<file path="src/rtl/userio_joy_poller.sv">
// rtl/userio_joy_poller.sv - DB15 joystick shift-chain poller for the UserIO port
// Optional debounce: define USERIO_JOY_DEBOUNCE_EN.
module userio_joy_poller #(
  parameter int CLK_DIV  = 8,
  parameter int POLL_GAP = 1024
) (
  input  logic        clk,
  input  logic        reset_n,
  input  logic        enable,
  output logic        joy_clk,
  output logic        joy_load,
  input  logic        joy_data,
  output logic [15:0] joystick1,
  output logic [15:0] joystick2,
  output logic        frame_done,
  output logic        busy
);

  typedef enum logic [2:0] {IDLE, LOAD, SHIFT_LO, SHIFT_HI, DONE, GAP} state_t;

  localparam logic [7:0]  DIV_LAST = 8'(CLK_DIV - 1);
  localparam logic [15:0] GAP_LAST = 16'(POLL_GAP - 1);

  state_t      state, state_nx;
  logic [7:0]  div_cnt;
  logic [4:0]  bit_cnt;
  logic [15:0] gap_cnt;
  logic [31:0] sh;
  logic [1:0]  data_sync;
  logic        upd, upd_q, accept;
  logic        div_end, gap_end;

  assign div_end = (div_cnt == DIV_LAST);
  assign gap_end = (gap_cnt == GAP_LAST);

`ifdef USERIO_JOY_DEBOUNCE_EN
  logic [31:0] prev;
  assign accept = (sh == prev);
`else
  assign accept = 1'b1;
`endif

  assign upd = (state == DONE) && enable && accept;

  always_comb begin
    state_nx = state;
    if (!enable) begin
      state_nx = IDLE;
    end else begin
      case (state)
        IDLE:     state_nx = LOAD;
        LOAD:     if (div_end) state_nx = SHIFT_LO;
        SHIFT_LO: if (div_end) state_nx = SHIFT_HI;
        SHIFT_HI: if (div_end) state_nx = (bit_cnt == 5'd31) ? DONE : SHIFT_LO;
        DONE:     state_nx = GAP;
        GAP:      if (gap_end) state_nx = LOAD;
        default:  state_nx = IDLE;
      endcase
    end
  end

  // Strobes are registered from the next state so they line up with the state register.
  always_ff @(posedge clk) begin
    if (!reset_n) begin
      state      <= IDLE;
      joy_clk    <= 1'b0;
      joy_load   <= 1'b1;
      joystick1  <= '0;
      joystick2  <= '0;
      frame_done <= 1'b0;
      busy       <= 1'b0;
      div_cnt    <= '0;
      bit_cnt    <= '0;
      gap_cnt    <= '0;
      sh         <= '1;
      data_sync  <= 2'b11;
      upd_q      <= 1'b0;
`ifdef USERIO_JOY_DEBOUNCE_EN
      prev       <= '1;
`endif
    end else begin
      state     <= state_nx;
      data_sync <= {data_sync[0], joy_data};
      joy_clk   <= (state_nx == SHIFT_HI);
      joy_load  <= (state_nx != LOAD);
      busy      <= (state_nx inside {LOAD, SHIFT_LO, SHIFT_HI, DONE});

      div_cnt <= (state_nx == state && state inside {LOAD, SHIFT_LO, SHIFT_HI})
                 ? div_cnt + 8'd1 : 8'd0;
      gap_cnt <= (state_nx == GAP && state == GAP) ? gap_cnt + 16'd1 : 16'd0;

      if (state == SHIFT_HI && state_nx == SHIFT_LO)
        bit_cnt <= bit_cnt + 5'd1;
      else if (state_nx != SHIFT_LO && state_nx != SHIFT_HI)
        bit_cnt <= '0;

      if (state == SHIFT_LO && div_end)
        sh[bit_cnt] <= data_sync[1];

      // Chain reads 0 for a pressed button; both words change together.
      if (upd) begin
        joystick1 <= ~sh[15:0];
        joystick2 <= ~sh[31:16];
      end
`ifdef USERIO_JOY_DEBOUNCE_EN
      if (state == DONE)
        prev <= sh;
`endif
      upd_q      <= upd;
      frame_done <= upd_q;
    end
  end

endmodule

</file>
<file path="config.mk">
export PLATFORM = sky130hd
export DESIGN_NAME = userio_joy_poller
export DESIGN_NICKNAME = d
export VERILOG_FILES = /design/src/rtl/userio_joy_poller.sv
export SDC_FILE = /design/constraint.sdc
export NUM_CORES = 1
export LEC_CHECK = 0
export BUFFER_PORTS_ARGS = -buffer_cell sky130_fd_sc_hd__clkbuf_2
export CORE_MARGIN = 2
export CORE_UTILIZATION = 58
export DETAILED_ROUTE_END_ITERATION = 8
export PLACE_DENSITY = 0.78
export SLEW_MARGIN = 5
export SYNTH_ARGS = -nofsm -noshare
export SYNTH_HDL_FRONTEND = slang
export SYNTH_SLANG_ARGS = --single-unit
</file>
<file path="constraint.sdc">
create_clock -name clk -period 2.45 [get_ports clk]
set_input_delay 0.245 -clock clk [delete_from_list [all_inputs] [get_ports clk]]
set_output_delay 0.245 -clock clk [all_outputs]
set_load 0.02 [all_outputs]
</file>
# Word level (Yosys, flattened, before mapping)
# Cells that the tools add are included.
# Widths: inputs -> output; s select.
[totals] out_inout_bits=36 ff_bits=103 wordCells=62 in_bits=4
[op_classes] reduce_logical=13 magnitude_cmp=2 addsub=3 bitwise_logic=2 muxes=12 n_eq_ne=17
[op_table] operator="$bwmux 32" count=1
[op_table] operator="$not 16->16" count=2
[op_table] operator="$mux 3" count=6
[op_table] operator="$pmux 3 s6" count=1
[op_table] operator="$add 16x1->16 const B" count=1
[op_table] operator="$eq 16x10->1 const B" count=1
[op_table] operator="$eq 3x2->1 const B" count=4
[op_table] operator="$eq 3x3->1 const B" count=4
[op_table] operator="$mux 5" count=2
[op_table] operator="$add 8x1->8 const B" count=1
[op_table] operator="$eq 8x3->1 const B" count=1
[op_table] operator="$logic_and 1x1->1" count=7
[op_table] operator="$eq 3x1->1 const B" count=2
[op_table] operator="$lt 5x6->1 const B" count=1
[op_table] operator="$ne 3x2->1 const B" count=2
[op_table] operator="$add 5x1->5 const B" count=1
[op_table] operator="$demux 1 s5" count=1
[op_table] operator="$eq 5x5->1 const B" count=1
[op_table] operator="$ge 5x1->1 const B" count=1
[op_table] operator="$reduce_and 2->1" count=2
[op_table] operator="$reduce_bool 4->1" count=1
[op_table] operator="$eq 3x3->1" count=1
[op_table] operator="$logic_not 3->1" count=1
[op_table] operator="$ne 3x1->1 const B" count=1
[op_table] operator="other kinds (3)" count=3

# Longest topological paths before layout
[depth] ltp_word=9 mapped_depth=9 ltp_nobuf=7

# Least setup slack after synthesis
# OpenSTA, ideal clock, no wires.
[synth_timing] kind="register -> register" from="register bit_cnt[1]" to="register joy_load" synth_period_minus_slack_ns=1.893 path_slack_ns=0.557 stages_incl_launch_ff=8 required_ns=2.326 arrival_time_ns=1.768 n_path_buf=1 setup_ns=0.124 cell_sequence="dfxtp_1 > ha_1 > clkbuf_1 > and3_1 > ha_1 > nand4_1 > a32o_1 > a2111o_1"
[synth_between] elab_chain_cells=6
[synth_rtl] element="start, declared" line_no="26" source="logic [4:0] bit_cnt;"
[synth_rtl] element="start signal, assigned" line_no="93" source="bit_cnt <= bit_cnt + 5'd1;"
[synth_rtl] element="$eq 5x5->1" line_no="54" source="SHIFT_HI: if (div_end) state_nx = (bit_cnt == 5'd31) ? DONE : SHIFT_LO;"
[synth_rtl] element="$mux 3 (2 in a row)" line_no="54"
[synth_rtl] element="$pmux 3 s6" line_no="50" source="case (state)"
[synth_rtl] element="$mux 3" line_no="47" source="if (!enable) begin"
[synth_rtl] element="$ne 3x1->1" line_no="85" source="joy_load <= (state_nx != LOAD);"
[synth_rtl] element="end signal, assigned" line_no="85"
[synth_rtl] element="end, declared" line_no="11" source="output logic joy_load,"
# No other way between the ends.
# A chain may end at the register's enable or synchronous reset.

# Final worst setup path
[layout_timing] from="register gap_cnt[0]" to="register gap_cnt[7]"
[layout_between] elab_chain_cells=7 word_cells_on_any_way=8 classes_between="1 x add/sub; 2 x eq/ne; 3 x mux; 2 x reduce/logical"
[layout_rtl] element="start, declared" line_no="27" source="logic [15:0] gap_cnt;"
[layout_rtl] element="start signal, assigned" line_no="90" source="gap_cnt <= (state_nx == GAP && state == GAP) ? gap_cnt + 16'd1 : 16'd0;"
[layout_rtl] element="$eq 16x10->1" line_no="34" source="assign gap_end = (gap_cnt == GAP_LAST);"
[layout_rtl] element="$mux 3" line_no="56" source="GAP: if (gap_end) state_nx = LOAD;"
[layout_rtl] element="$pmux 3 s6" line_no="50"
[layout_rtl] element="$mux 3" line_no="47"
[layout_rtl] element="$eq 3x3->1" line_no="90"
[layout_rtl] element="$logic_and 1x1->1" line_no="90"
[layout_rtl] element="$reduce_and 2->1 (no line)"
# Several ways; a longest one is shown, not always the timed one.

==> implementation parameters <==
Parameter                              Value

Placement
  Placed Area ... 0.004471 mm²
  Detailed Place HPWL ... 5.304 mm
  Count of placed standard cells including taps ... 586
  Port Buffer Count ... 39
  Global placer's final weighted congestion ... 0.8727
  Placement Setup Slack ... 479.9 ps

Power and ir drop
  Worst voltage drop across the vdd grid ... 0.4001 mV
  Final Power ... 2.660 mW
  Switching Power ... 570.1 µW
  Fraction of power spent switching nets ... 21.43%
  Fraction of power consumed by combinational cells ... 1.8%
  Total internal power ... 2.090 mW
  Static leakage ... 2.153 nW
  Clock network fraction of design power ... 35.0%
  Cell Pwr Density ... 573.5 mW/mm²
  Sequential group share of total power ... 63.3%

Worst hold path
  Worst hold-check path type ... primary input to flip-flop
  Number of stages on the worst hold path ... 2
  Beginning of the worst hold path ... joy_data
  Capture endpoint of the worst hold path ... data_sync[0]$_SDFF_PN1_

Floorplan
  Placement row count ... 31
  I/O pins ... 40
  Initial Utilization ... 59.26%
  Die footprint ... 0.007991 mm²
  Height of the chip ... 89.39 µm
  Core area ... 0.007137 mm²
  Die Wd ... 89.39 µm

Synth
  Number of nets produced by synthesis ... 486
  Register area share after synthesis ... 48.76%
  Mapped Avg Cell Area ... 8.903 µm²
  Synthesis Warnings ... 0
  Number of flip-flops and latches in the synthesized netlist ... 103
  Number of standard cells after synthesis ... 475
  Number of distinct library cells after synthesis ... 41
  Cell Area, Synth ... 0.004229 mm²

GRT
  Initial antenna violation count ... 0
  Total track usage ... 21.55%
  Vias in the first global route ... 3119
  First-pass GRT wire length ... 13.58 mm
  Overflow left after global routing ... 0
  Maximum number of pins on one net before global-route repair ... 46

Routing
  First-iteration detailed-routing DRC count ... 190
  First-pass iteration count of the detailed router ... 4
  Via count ... 3245
  Vias per inst ... 5.390
  Number of routed nets with antenna violations ... 0
  Wirelength, routed ... 7.714 mm
  Post-route DRC ... 0
  Routed wirelength normalized by instance count ... 12.81 µm

STA
  Highest clock frequency the design can meet ... 505.1 MHz
  Worst-case headroom to the max-slew limit ... 60.93%
  Max Clock Skew ... 10.41 ps
  Final clock period utilization by the worst path ... 80.80%
  Minimum period implied by the final worst setup slack ... 1980 ps
  Worst-margin pin slew ... 584.5 ps
  Setup ws final ... 470.4 ps
  Number of endpoints with negative hold slack in the final report ... 0
  Aggregate negative setup slack ... 0 ps
  Setup repair after global routing missed its margin ... false
  Minimum hold slack ... 72.16 ps
  Final setup vio count ... 0
  Number of slew-limit violations in the final report ... 0

Worst setup path
  Startpoint types ... flip-flop
  Type of element capturing the critical path ... flip-flop
  Worst setup slack for register-to-register paths ... 470 ps
  Worst reg-to-reg path cell count ... 6
  Worst EP arrival ... 2260 ps
  Crit Path Max Fanout ... 16
  Endpoint required time on the critical path ... 2730 ps
  Reg-to-reg critical path endpoint ... gap_cnt[7]$_SDFF_PN0_
  Critical path class ... flip-flop to flip-flop
  Launch instance of the worst register-to-register path ... gap_cnt[0]$_SDFF_PN0_

Outcome
  Run status ... finished clean

Final layout
  Share of layout cells above drive strength 1 ... 13.12%
  Cell area after layout ... 0.004638 mm²
  Fillers ... 607
  Cell Count, Final, Fillers Out ... 602
  Combined flip-flop and latch cell area ... 0.002062 mm²
  Diode insertion count for antenna repair ... 0
  Net total in the final layout ... 509
  Area growth from synthesis to layout ... 9.675%
  Final core occ ... 64.99%
  Area used by multi-input combinational logic ... 0.002003 mm²

Clocking
  Clk_lat worst skew ... 350 ps
  Clock-pin slew on the worst setup and hold paths ... 90 ps
  Count of buffers added by post-CTS timing repair for setup ... 0
  Number of buffers inserted during clock tree synthesis ... 9
  Maximum level of the CTS H-tree ... 3
  Total of cells resized after clock tree synthesis ... 0
  Hold-fix buffers at CTS ... 0
  CTS tree ... yes
  Clk sink count ... 103
  Clock root buffer master ... clkbuf_8
  Maximum clock path buffer count ... 2

Flow run
  Maxcap violations ... 0
## placed cells by master, fill, tap and decap left out, types with 2 or more instances in the layout
cell and n:
dfxtp_1 103, nand2_1 84, nand3_1 48, nor2_1 41
clkbuf_2 39, mux2i_1 21, o211a_1 19, o21ai_0 17
and2_1 16, xor2_1 13, and3_1 10, xnor2_1 10
clkbuf_8 10, buf_4 8, inv_1 7, ha_1 7
nor2b_1 5, and3b_1 3, o211ai_1 3, a21oi_1 3
nand4_1 3, clkbuf_1 3, and4_1 2, nor3b_1 2
nand2b_1 2, a32oi_1 2, or4_1 2, clkinv_2 2
## critical path: stages, from the launching register on
cell      delay, ps
dfxtp_1         330
ha_1            220
nand3_1         180
nor3_4           80
a311oi_1        350
nand3_1         500
nor2_1          240
## cell usage after synthesis (all sizes together)
master | instances | share of area [%]
a2111o | 1 | 0.27
a21bo | 1 | 0.24
a21boi | 1 | 0.18
a21o | 1 | 0.18
a21oi | 3 | 0.35
a311oi | 1 | 0.21
a31o | 1 | 0.21
a31oi | 1 | 0.15
a32o | 1 | 0.24
a32oi | 2 | 0.41
and2 | 17 | 2.5
and3 | 10 | 1.5
and3b | 3 | 0.62
and4 | 2 | 0.41
buf | 9 | 1.1
clkbuf | 26 | 2.3
dfxtp | 103 | 49
ha | 7 | 2.1
inv | 7 | 0.62
mux2i | 21 | 5.0
nand2 | 84 | 7.5
nand2b | 2 | 0.30
nand3 | 48 | 5.7
nand3b | 1 | 0.18
nand4 | 3 | 0.44
nor2 | 41 | 3.6
nor2b | 5 | 0.74
nor3 | 3 | 0.74
nor3b | 3 | 0.53
nor4 | 1 | 0.50
o211a | 19 | 4.5
o211ai | 3 | 0.53
o21ai | 17 | 2.0
or2 | 1 | 0.15
or4 | 2 | 0.35
or4b | 1 | 0.24
xnor2 | 10 | 2.1
xor2 | 13 | 2.7
## per-layer routing
layer / up-vias / track usage [%] / part of all wire [%]
met3: 6 / 5.355 / 4.6
met2: 78 / 35.89 / 49
met1: 1511 / 27.65 / 45
met5: - / 0 / 0
li1: 1650 / - / -
met4: 0 / 6.649 / 0.66
## power groups by stage
stage | Clock (mW) | Combinational [mW] | Sequential (mW)
4_1_cts | 0.961 | 0.0466 | 1.68
6_report | 0.931 | 0.0468 | 1.68
5_1_grt | 1.05 | 0.0514 | 1.68
2_1_floorplan | 0 | 0.0347 | 1.72
3_5_place_dp | 0 | 0.0468 | 1.72
3_3_place_gp | 0 | 0.0461 | 1.72
## how the worst max path moves through the flow
stage,from,endpoint
floorplan,bit_cnt[1]$_SDFFE_PN0P_,joy_load$_SDFF_PN1_
global placement,div_cnt[0]$_SDFF_PN0_,div_cnt[3]$_SDFF_PN0_
detailed placement,gap_cnt[0]$_SDFF_PN0_,gap_cnt[7]$_SDFF_PN0_
CTS,gap_cnt[0]$_SDFF_PN0_,gap_cnt[7]$_SDFF_PN0_
global route,gap_cnt[0]$_SDFF_PN0_,gap_cnt[7]$_SDFF_PN0_
finish,gap_cnt[0]$_SDFF_PN0_,gap_cnt[7]$_SDFF_PN0_
## area by class of cell
cell class | instances | area share (%)
Clock inverter | 3 | 0.4046
Clock buffer | 13 | 3.210
Tap cell | 99 | 2.671
Timing Repair Buffer | 47 | 5.503
Multi-Input combinational cell | 330 | 43.19
Sequential cell | 103 | 44.46
Inverter | 7 | 0.5665
## cell families after synthesis
kind of cell / count (synthesis) / share of synthesized area [%]
AO/OA/AOI/OAI: 52 / 9.468
flip-flops: 103 / 48.76
buffers and inverters: 42 / 3.994
XOR/XNOR: 23 / 4.763
multiplexers: 21 / 4.970
AND/OR/NAND/NOR: 227 / 25.98
adder cells (fa/ha/maj): 7 / 2.071
## flip-flops by register name, indices dropped and copies added, names as in the netlist
register	cells
sh	32
gap_cnt	16
joystick1	16
joystick2	16
div_cnt	8
bit_cnt	5
state	3
data_sync	2
busy	1
frame_done	1
joy_clk	1
joy_load	1
upd_q	1
Note: power is estimated with default switching activity, not from simulation.
